==> src/rtl/w_mem_access_sched_pkg.sv <==
// w_mem_access_sched_pkg: shared defaults, FSM state and row type for the weight-memory scheduler.
package w_mem_access_sched_pkg;
    localparam int DEF_ADDR_W     = 14;
    localparam int DEF_DATA_W     = 8;
    localparam int DEF_ROW_WORDS  = 4;
    localparam int DEF_LEN_W      = 12;
    localparam int DEF_STARVE_MAX = 8;

    typedef enum logic [1:0] {S_IDLE, S_STREAM, S_DRAIN} state_t;
    typedef logic [DEF_ROW_WORDS*DEF_DATA_W-1:0] row_t;
endpackage

==> src/rtl/w_mem_skid_fifo.sv <==
// w_mem_skid_fifo: 2-entry FIFO absorbing the SRAM read latency so the consumer can stall.
module w_mem_skid_fifo
    import w_mem_access_sched_pkg::*;
#(
    parameter int W = $bits(row_t)
) (
    input  logic         clk,
    input  logic         reset,
    input  logic         i_push,
    input  logic [W-1:0] i_data,
    input  logic         i_pop,
    output logic [W-1:0] o_data,
    output logic [1:0]   o_count
);
    logic [W-1:0] r_mem [2];
    logic         r_wp, r_rp;
    logic [1:0]   r_count;

    always_ff @(posedge clk)
        if (i_push) r_mem[r_wp] <= i_data;

    always_ff @(posedge clk or negedge reset) begin
        if (!reset) begin
            r_wp    <= 1'b0;
            r_rp    <= 1'b0;
            r_count <= 2'd0;
        end else begin
            if (i_push) r_wp <= ~r_wp;
            if (i_pop) r_rp <= ~r_rp;
            r_count <= r_count + {1'b0, i_push} - {1'b0, i_pop};
        end
    end

    assign o_data  = r_mem[r_rp];
    assign o_count = r_count;
endmodule

==> src/rtl/w_mem_access_sched.sv <==
// w_mem_access_sched: shares the single-port weight SRAM between loader writes and strided
// streaming read bursts, keeping rd/wr enables mutually exclusive.
module w_mem_access_sched
    import w_mem_access_sched_pkg::*;
#(
    parameter int ADDR_W     = DEF_ADDR_W,
    parameter int DATA_W     = DEF_DATA_W,
    parameter int ROW_WORDS  = DEF_ROW_WORDS,
    parameter int LEN_W      = DEF_LEN_W,
    parameter int STARVE_MAX = DEF_STARVE_MAX
) (
    input  logic                          clk,
    input  logic                          reset,
    input  logic                          cfg_start,
    input  logic [ADDR_W-1:0]             cfg_base,
    input  logic [LEN_W-1:0]              cfg_len,
    input  logic [ADDR_W-1:0]             cfg_stride,
    output logic                          busy,
    output logic                          done,
    input  logic                          wr_req_valid,
    output logic                          wr_req_ready,
    input  logic [ADDR_W-1:0]             wr_req_addr,
    input  logic [ROW_WORDS*DATA_W-1:0]   wr_req_data,
    output logic                          rd_out_valid,
    input  logic                          rd_out_ready,
    output logic [ROW_WORDS*DATA_W-1:0]   rd_out_data,
    output logic                          mem_rd_enable,
    output logic [ADDR_W-1:0]             mem_rd_addr,
    output logic                          mem_wr_enable,
    output logic [ADDR_W-1:0]             mem_wr_addr,
    output logic [ROW_WORDS*DATA_W-1:0]   mem_wr_data,
    input  logic [ROW_WORDS*DATA_W-1:0]   mem_rd_data
);
    localparam int ROW_W = ROW_WORDS * DATA_W;
    localparam int SW    = $clog2(STARVE_MAX + 1);

    state_t            r_state;
    logic [ADDR_W-1:0] r_addr, r_stride;
    logic [LEN_W-1:0]  r_rem;
    logic [SW-1:0]     r_starve;
    logic              r_inflight, r_done;
    logic [1:0]        w_count;
    logic [ROW_W-1:0]  w_head;
    logic              w_grant, w_pop, w_issue, w_fin;

    assign w_grant = reset && wr_req_valid && (r_state != S_STREAM || r_starve == SW'(STARVE_MAX));
    assign w_pop   = rd_out_valid && rd_out_ready;
    // Credit counts this cycle's pop so an unstalled consumer gets a row every cycle.
    assign w_issue = r_state == S_STREAM && !w_grant &&
                     ({1'b0, w_count} - {2'b0, w_pop} + {2'b0, r_inflight}) < 3'd2;
    assign w_fin   = r_state == S_DRAIN && !r_inflight && w_count == {1'b0, w_pop};

    w_mem_skid_fifo #(.W(ROW_W)) u_fifo (
        .clk     (clk),
        .reset   (reset),
        .i_push  (r_inflight),
        .i_data  (mem_rd_data),
        .i_pop   (w_pop),
        .o_data  (w_head),
        .o_count (w_count)
    );

    always_ff @(posedge clk or negedge reset) begin
        if (!reset) begin
            r_state    <= S_IDLE;
            r_addr     <= '0;
            r_stride   <= '0;
            r_rem      <= '0;
            r_starve   <= '0;
            r_inflight <= 1'b0;
            r_done     <= 1'b0;
        end else begin
            r_inflight <= w_issue;
            r_done     <= w_fin || (r_state == S_IDLE && cfg_start && cfg_len == '0);
            r_starve   <= w_grant ? '0 :
                          (wr_req_valid && r_starve != SW'(STARVE_MAX)) ? r_starve + 1'b1 : r_starve;
            case (r_state)
                S_IDLE: if (cfg_start) begin
                    r_addr   <= cfg_base;
                    r_rem    <= cfg_len;
                    r_stride <= cfg_stride;
                    if (cfg_len != '0) r_state <= S_STREAM;
                end
                S_STREAM: if (w_issue) begin
                    r_addr <= r_addr + r_stride;
                    r_rem  <= r_rem - 1'b1;
                    if (r_rem == LEN_W'(1)) r_state <= S_DRAIN;
                end
                S_DRAIN: if (w_fin) r_state <= S_IDLE;
                default: r_state <= S_IDLE;
            endcase
        end
    end

    assign busy          = r_state != S_IDLE;
    assign done          = r_done;
    assign wr_req_ready  = w_grant;
    assign mem_wr_enable = w_grant;
    assign mem_wr_addr   = wr_req_addr;
    assign mem_wr_data   = w_grant ? wr_req_data : '0;
    assign mem_rd_enable = w_issue;
    assign mem_rd_addr   = r_addr;
    assign rd_out_valid  = w_count != 2'd0;
    assign rd_out_data   = w_head;
endmodule

==> config.mk <==
export PLATFORM = sky130hd
export DESIGN_NAME = w_mem_access_sched
export DESIGN_NICKNAME = d
export VERILOG_FILES = /design/src/rtl/w_mem_access_sched_pkg.sv /design/src/rtl/w_mem_skid_fifo.sv /design/src/rtl/w_mem_access_sched.sv
export SDC_FILE = /design/constraint.sdc
export NUM_CORES = 1
export LEC_CHECK = 0
export CORE_ASPECT_RATIO = 1.1
export CORE_UTILIZATION = 44
export DETAILED_ROUTE_END_ITERATION = 6
export MAX_ROUTING_LAYER = met4
export PLACE_DENSITY = 0.77
export SYNTH_ARGS = -nofsm -noshare
export SYNTH_HDL_FRONTEND = slang
export SYNTH_SLANG_ARGS = --single-unit
==> constraint.sdc <==
create_clock -name clk -period 3.6 [get_ports clk]
set_clock_uncertainty 0.05 [all_clocks]
set_input_delay 0.36 -clock clk [delete_from_list [all_inputs] [get_ports clk]]
set_output_delay 0.36 -clock clk [all_outputs]
set_load 0.01 [all_outputs]
After elaboration in Yosys (flattened, before gate mapping):

Memories as Yosys holds them, arrays and structs flattened.
Cells that the tools add are included.

* memories kept: 1
* register bits: 52
* output and inout bits: 98
* memory bits (writable): 64

* reduce and logical (&&, ||, !) cells: 24
* muxes and demuxes: 17
* equality and inequality tests: 12
* $lt $le $gt $ge: 1
* $add $sub $neg: 7
* bitwise operators: 2

Memory list
* u_fifo.r_mem: words 2, bits a word 32, read ports 1, clocked after memory_dff 0, write ports 1, line w_mem_skid_fifo.sv:15 `logic [W-1:0] r_mem [2];`

Operators by type and width (count)
* $mux W32: 1
* $mux W14: 2
* $pmux W14 S2: 1
* $mux W12: 2
* $pmux W12 S2: 1
* $add A14 B14 Y14: 1
* $eq A12 B1 Y1 const B: 1
* $logic_not A12 Y1: 1
* $reduce_bool A12 Y1: 1
* $sub A12 B1 Y12 const B: 1
* $logic_and A1 B1 Y1: 10
* $mux W2: 5
* $mux W4: 2
* $reduce_bool A2 Y1: 4
* $ne A2 B1 Y1 const B: 3
* $ne A2 B2 Y1 const B: 3
* $pmux W2 S3: 1
* $reduce_and A5 Y1: 1
* $add A4 B1 Y4 const B: 1
* $eq A4 B4 Y1 const B: 1
* $ne A4 B4 Y1 const B: 1
* $add A3 B1 Y3: 1
* $lt A3 B2 Y1 const B: 1
* $reduce_and A3 Y1: 1
* other kinds (12): 16

Logic depth before layout (Yosys ltp):

Gate-level depths: netlist of run 1.

* depth in word-level cells: 8
* gate-level depth with buffers: 15

Cells and area by module:

A second synthesis of run 1 with hierarchy kept.

* cells, all modules: 523
* area, all modules: 6020.8 sq um

By module, submodules not included
* w_mem_access_sched: times used 1, area an instance 3372.0 sq um, cells an instance 410, sequential area each 1201.2 sq um
* w_mem_skid_fifo: times used 1, area an instance 2648.8 sq um, cells an instance 113, sequential area each 2021.9 sq um

Worst setup path before layout of run 1:

No wires, ideal clock.

* path type: reg-to-reg
* start point: register u_fifo.r_count[1], in the netlist u_fifo.o_count[1]
* end point: register r_addr[7], in the netlist mem_rd_addr[7]
* setup slack: 0.807 ns
* setup time: 0.069 ns
* data arrival time: 2.673 ns
* path buffers: 1
* stages on the path, launching flop included: 15
* cell sequence: dfrtp_1 -> inv_1 -> nand2_1 -> and2_1 -> ha_1 -> inv_1 -> ha_1 -> fa_1 -> xor2_1 -> o2111ai_4 -> inv_2 -> nor2_2 -> buf_6 -> nor4_2 -> nand3b_1

* word-level cells in the longest chain between the ends: 8

Ends and longest elaborated chain
* from (decl): line w_mem_skid_fifo.sv:17 `logic [1:0] r_count;`
* from (signal assigned): line w_mem_skid_fifo.sv:30 `r_count <= r_count + {1'b0, i_push} - {1'b0, i_pop};`
* $reduce_bool A2 Y1: line w_mem_access_sched.sv:103 `assign rd_out_valid = w_count != 2'd0;`
* net rd_out_valid: line w_mem_access_sched.sv:24 `output logic rd_out_valid,`
* $logic_and A1 B1 Y1: line w_mem_access_sched.sv:47 `assign w_pop = rd_out_valid && rd_out_ready;`
* net u_fifo.i_pop: line w_mem_skid_fifo.sv:11 `input logic i_pop,`
* $sub A2 B1 Y3: line w_mem_access_sched.sv:50 `({1'b0, w_count} - {2'b0, w_pop} + {2'b0, r_inflight}) < 3'd2;`
* $add A3 B1 Y3: line w_mem_access_sched.sv:50
* $lt A3 B2 Y1: line w_mem_access_sched.sv:50
* $logic_and A1 B1 Y1: line w_mem_access_sched.sv:49 `assign w_issue = r_state == S_STREAM && !w_grant &&`
* net mem_rd_enable: line w_mem_access_sched.sv:27 `output logic mem_rd_enable,`
* $ne A2 B2 Y1 (no source line)
* $reduce_and A3 Y1 (no source line)
* to (signal assigned): line w_mem_access_sched.sv:79 `r_addr <= cfg_base;`
* to (signal assigned): line w_mem_access_sched.sv:85 `r_addr <= r_addr + r_stride;`
* to (decl): line w_mem_access_sched.sv:38 `logic [ADDR_W-1:0] r_addr, r_stride;`

The timed path passes the listed nets, and every way through them passes these cells.
A chain may end at the register's enable or synchronous reset.

Worst setup path after layout of run 1:

* start point: register u_fifo.r_count[1], in the netlist u_fifo.o_count[1]
* end point: register r_rem[9]

* word-level cells in the longest chain between the ends: 8

Ends and longest elaborated chain
* $reduce_bool A2 Y1: line w_mem_access_sched.sv:103
* $logic_and A1 B1 Y1: line w_mem_access_sched.sv:47
* net u_fifo.i_pop: line w_mem_skid_fifo.sv:11
* $sub A2 B1 Y3: line w_mem_access_sched.sv:50
* $add A3 B1 Y3: line w_mem_access_sched.sv:50
* $lt A3 B2 Y1: line w_mem_access_sched.sv:50
* $logic_and A1 B1 Y1: line w_mem_access_sched.sv:49
* $ne A2 B2 Y1 (no source line)
* $reduce_and A3 Y1 (no source line)
* to (signal assigned): line w_mem_access_sched.sv:80 `r_rem <= cfg_len;`
* to (signal assigned): line w_mem_access_sched.sv:86 `r_rem <= r_rem - 1'b1;`
* to (decl): line w_mem_access_sched.sv:39 `logic [LEN_W-1:0] r_rem;`

The timed path passes the listed nets, and every way through them passes these cells.

==> insert_results.sql, run 1 <==
INSERT INTO impl_metrics (metric_group, metric, value, unit) VALUES
('run_status', 'run_status', 'finished with violations', ''),
('run_status', 'failing_checks', 'DRC', ''),
('grt', 'grt_first_pass_wirelength', '23.3', 'mm'),
('placed_design', 'gp_routability_congestion', '0.887', ''),
('worst_setup_path', 'timing.critical_path.fanout_max', '13', ''),
('sta', 'timing.slew.headroom', '37.7', '%'),
('cells_and_area', 'area_growth_syn_to_layout', '45.6', '%'),
('worst_setup_path', 'reg2reg_depth', '16', ''),
('power_and_ir_drop', 'power.leakage', '3.29', 'nW'),
('drt', 'post_drt_wl_per_cell', '17.6', 'um'),
('drt', 'wirelength', '14.8', 'mm'),
('worst_setup_path', 'timing.critical_path.slowest_stage_cell', 'sky130_fd_sc_hd__fa_1', ''),
('worst_setup_path', 'crit_path_start_kind', 'flip-flop', ''),
('drt', 'first_iter_violations', '401', ''),
('drt', 'antenna_left', '0', ''),
('placed_design', 'place.port_buffers', '192', ''),
('clocking', 'clock-root-buffer', 'sky130_fd_sc_hd__clkbuf_16', ''),
('worst_setup_path', 'endpoint_kind', 'flip-flop', ''),
('die', 'initial_core_util', '45.5', '%'),
('synth', 'synth_cell_types', '59', ''),
('die', 'num_rows', '43', ''),
('power_and_ir_drop', 'post-layout-total-power', '0.00758', 'W'),
('worst_setup_path', 'cp_cell_sequence', 'inv_1 -> nand2_1 -> and2_1 -> ha_1 -> inv_1 -> ha_1 -> fa_1 -> inv_1 -> o2111ai_4 -> inv_2 -> buf_4 -> nor2_2 -> buf_12 -> a21oi_1 -> nor2_1 -> a21oi_1', ''),
('synth', 'synth-edff-count', '64', ''),
('synth', 'synth.yosys.seq_area_share', '55.8', '%'),
('power_and_ir_drop', 'power.internal', '0.00479', 'W'),
('synth', 'synth-main-ff-cell', 'sky130_fd_sc_hd__edfxtp_1', ''),
('sta', 'setup_total_negative_slack', '0', 'ns'),
('worst_setup_path', 'regToRegSetupSlack', '0.44', 'ns'),
('synth', 'ys_seq_elements', '116', ''),
('worst_setup_path', 'cp_common_cell', 'sky130_fd_sc_hd__inv_1', ''),
('synth', 'synthesis.yosys.warnings', '0', ''),
('grt', 'grt_usage', '23.0', '%'),
('drt', 'post-route-drc-count', '28', ''),
('clocking', 'tritoncts.num_buffers', '17', ''),
('sta', 'drv_slew', '0', ''),
('synth', 'synth.cell_area', '5770', 'um2'),
('die', 'die_height', '122', 'um'),
('power_and_ir_drop', 'clock_power_share', '23.1', '%'),
('sta', 'timing.hold.ws', '0.0536', 'ns'),
('power_and_ir_drop', 'comb_power_share', '48.4', '%'),
('worst_setup_path', 'worstReg2RegStart', 'u_fifo.o_count[1]', ''),
('synth', 'synth_top_area_share', '33.3', '%'),
('cells_and_area', 'post_layout_nonfiller_instances', '841', ''),
('sta', 'finalCriticalPeriod', '3.16', 'ns'),
('clocking', 'tritoncts', 'done', ''),
('die', 'top_level_ports', '221', ''),
('power_and_ir_drop', 'p_sw', '0.00279', 'W'),
('worst_setup_path', 'max_stage_delay', '0.50', 'ns'),
('worst_setup_path', 'reg2reg_to', 'r_rem[9]', ''),
('clocking', 'cts_max_path_buffers', '2', ''),
('cells_and_area', 'mostFrequentLayoutCell', 'sky130_fd_sc_hd__clkdlybuf4s50_1', ''),
('clocking', 'deepest_level_of_the_cts_h_tree', '4', ''),
('placed_design', 'dp_worst_setup_slack', '0.228', 'ns'),
('power_and_ir_drop', 'switching_share', '36.8', '%'),
('sta', 'setup_viol', '0', ''),
('worst_setup_path', 'crit_type', 'reg2reg', ''),
('cells_and_area', 'most-common-layout-cells', 'sky130_fd_sc_hd__clkdlybuf4s50_1, sky130_fd_sc_hd__edfxtp_1, sky130_fd_sc_hd__dfrtp_1, sky130_fd_sc_hd__mux2_2, sky130_fd_sc_hd__and2_1', ''),
('worst_setup_path', 'worst-endpoint-arrival', '3.39', 'ns'),
('hold_path', 'min-delay-path-class', 'in2async', ''),
('die', 'die_area', '13600', 'um2'),
('die', 'die_x', '111', 'um'),
('clocking', 'worst_skew_pair.late_latency', '0.42', 'ns'),
('sta', 'timing.fmax', '316', 'MHz'),
('drt', 'post_detailed_route_via_to_cell_ratio', '5.44', ''),
('grt', 'maximum_number_of_pins_on_one_net_before_global_route_repair', '53', ''),
('clocking', 'cts_sinks', '116', ''),
('sta', 'grt_setup_unrepaired', 'no', ''),
('drt', 'route.vias.total', '4573', ''),
('sta', 'worst-slew-pin-transition', '0.932', 'ns'),
('grt', 'globalRoute.totalOverflow', '0', '');
sequential cells by signal, summed over array words and instances, names as in the netlist:
signal,count
done,1
r_starve,4
u_fifo.r_wp,1
r_inflight,1
r_stride,14
r_rem,12
u_fifo.r_mem,64
u_fifo.o_count,2
u_fifo.r_rp,1
mem_rd_addr,14
r_state,2
how the worst max path moves through the flow:
stage	start	endpoint	slack, ns	cells after the start
floorplan	u_fifo.o_count[1]	mem_rd_addr[7]	0.81	14
global placement	rd_out_ready	mem_rd_enable	0.23	10
detailed placement	rd_out_ready	mem_rd_enable	0.23	10
CTS	u_fifo.o_count[1]	mem_rd_enable	0.10	11
global route	u_fifo.o_count[1]	r_rem[9]	0.28	16
finish	u_fifo.o_count[1]	r_rem[9]	0.44	16
synthesized netlist by cell type, types with 2 or more instances:
cell type	number
sky130_fd_sc_hd__buf_2	7
sky130_fd_sc_hd__nand4_1	2
sky130_fd_sc_hd__ha_1	19
sky130_fd_sc_hd__o21ai_0	21
sky130_fd_sc_hd__fa_1	2
sky130_fd_sc_hd__dfrtp_1	52
sky130_fd_sc_hd__inv_1	11
sky130_fd_sc_hd__nand2b_1	2
sky130_fd_sc_hd__and3_1	7
sky130_fd_sc_hd__xor2_1	8
sky130_fd_sc_hd__nand2_1	33
sky130_fd_sc_hd__a31oi_1	6
sky130_fd_sc_hd__nor4_1	5
sky130_fd_sc_hd__xnor2_1	6
sky130_fd_sc_hd__a21o_1	7
sky130_fd_sc_hd__o22ai_1	2
sky130_fd_sc_hd__o21bai_1	2
sky130_fd_sc_hd__nand3_1	13
sky130_fd_sc_hd__a211oi_1	3
sky130_fd_sc_hd__o211ai_1	3
sky130_fd_sc_hd__a21oi_1	27
sky130_fd_sc_hd__edfxtp_1	64
sky130_fd_sc_hd__nor2b_1	2
sky130_fd_sc_hd__buf_4	16
sky130_fd_sc_hd__nor3_1	9
sky130_fd_sc_hd__nor2_1	31
sky130_fd_sc_hd__nor2_2	2
sky130_fd_sc_hd__and2_1	34
sky130_fd_sc_hd__clkbuf_1	11
sky130_fd_sc_hd__o2bb2ai_1	2
sky130_fd_sc_hd__mux2_2	46
sky130_fd_sc_hd__o21ai_1	2
power groups by stage:
stage	Combinational, W	Clock [W]	Sequential, W
finish	0.00367	0.00176	0.00216
global route	0.00399	0.00185	0.00221
CTS	0.00366	0.00178	0.00216
detailed placement	0.00357	0	0.00217
global placement	0.00343	0	0.00215
floorplan	0.00235	0	0.00212
worst reg2reg max path: stages, from the launching register on:
cell and delay [ns]:
sky130_fd_sc_hd__dfrtp_1 0.42, sky130_fd_sc_hd__inv_1 0.12, sky130_fd_sc_hd__nand2_1 0.08, sky130_fd_sc_hd__and2_1 0.18, sky130_fd_sc_hd__ha_1 0.27, sky130_fd_sc_hd__inv_1 0.05
sky130_fd_sc_hd__ha_1 0.18, sky130_fd_sc_hd__fa_1 0.50, sky130_fd_sc_hd__inv_1 0.07, sky130_fd_sc_hd__o2111ai_4 0.10, sky130_fd_sc_hd__inv_2 0.07, sky130_fd_sc_hd__buf_4 0.16
sky130_fd_sc_hd__nor2_2 0.38, sky130_fd_sc_hd__buf_12 0.20, sky130_fd_sc_hd__a21oi_1 0.04, sky130_fd_sc_hd__nor2_1 0.10, sky130_fd_sc_hd__a21oi_1 0.04
what timing repair did:
| item | CTS | global route |
|---|---|---|
| pin swaps | 1 | 0 |
| setup buffers | 2 | 0 |
| resized for setup | 1 | 1 |
| endpoints found under the setup margin | 1 | 1 |
layout make-up:
| type | instances | area (um2) | area share (%) |
|---|---|---|---|
| inverter | 12 | 45.0 | 0.536 |
| sequential | 116 | 3220 | 38.3 |
| clock buffer | 18 | 429 | 5.10 |
| tap | 157 | 196 | 2.34 |
| multi-input combinational | 321 | 2310 | 27.5 |
| timing repair buffer | 203 | 2010 | 24.0 |
| clock inverter | 14 | 186 | 2.22 |
cell families after synthesis:
| family | Yosys count | synth area share [%] |
|---|---|---|
| AND/OR/NAND/NOR | 147 | 13.2 |
| flip-flops | 116 | 55.8 |
| AO/OA/AOI/OAI | 92 | 10.6 |
| buffers and inverters | 47 | 4.38 |
| multiplexers | 47 | 9.14 |
| adder cells (fa/ha/maj) | 21 | 4.81 |
| XOR/XNOR | 14 | 2.12 |
metal layers:
layer	up-vias	GRT usage [%]	wire (um)
li1	2121	-	-
met2	222	36.3	7050
met4	0	10.1	329
met5	-	-	0
met3	37	5.07	1120
met1	2193	28.5	6330
stage by stage:
| step | utilization [%] | area (um2) |
|---|---|---|
| 2_1_floorplan | - | 5770 |
| 6_report | 66.2 | 8410 |
| 3_5_place_dp | 61.2 | 7770 |
| 4_1_cts | 66.2 | 8410 |
| 5_1_grt | 66.2 | 8410 |
| 3_3_place_gp | 61.2 | 7770 |
Power figures use the tool's default switching activity.
==> run 2, diff against run 1 <==
--- a/config.mk
+++ b/config.mk
@@ -7,6 +7,7 @@
 export LEC_CHECK = 0
 export CORE_ASPECT_RATIO = 1.1
 export CORE_UTILIZATION = 44
+export CTS_CLUSTER_SIZE = 16
 export DETAILED_ROUTE_END_ITERATION = 6
 export MAX_ROUTING_LAYER = met4
 export PLACE_DENSITY = 0.77
==> results of run 2 <==
Same layout as run 1: the final DEF is identical, and so are final timing and power.
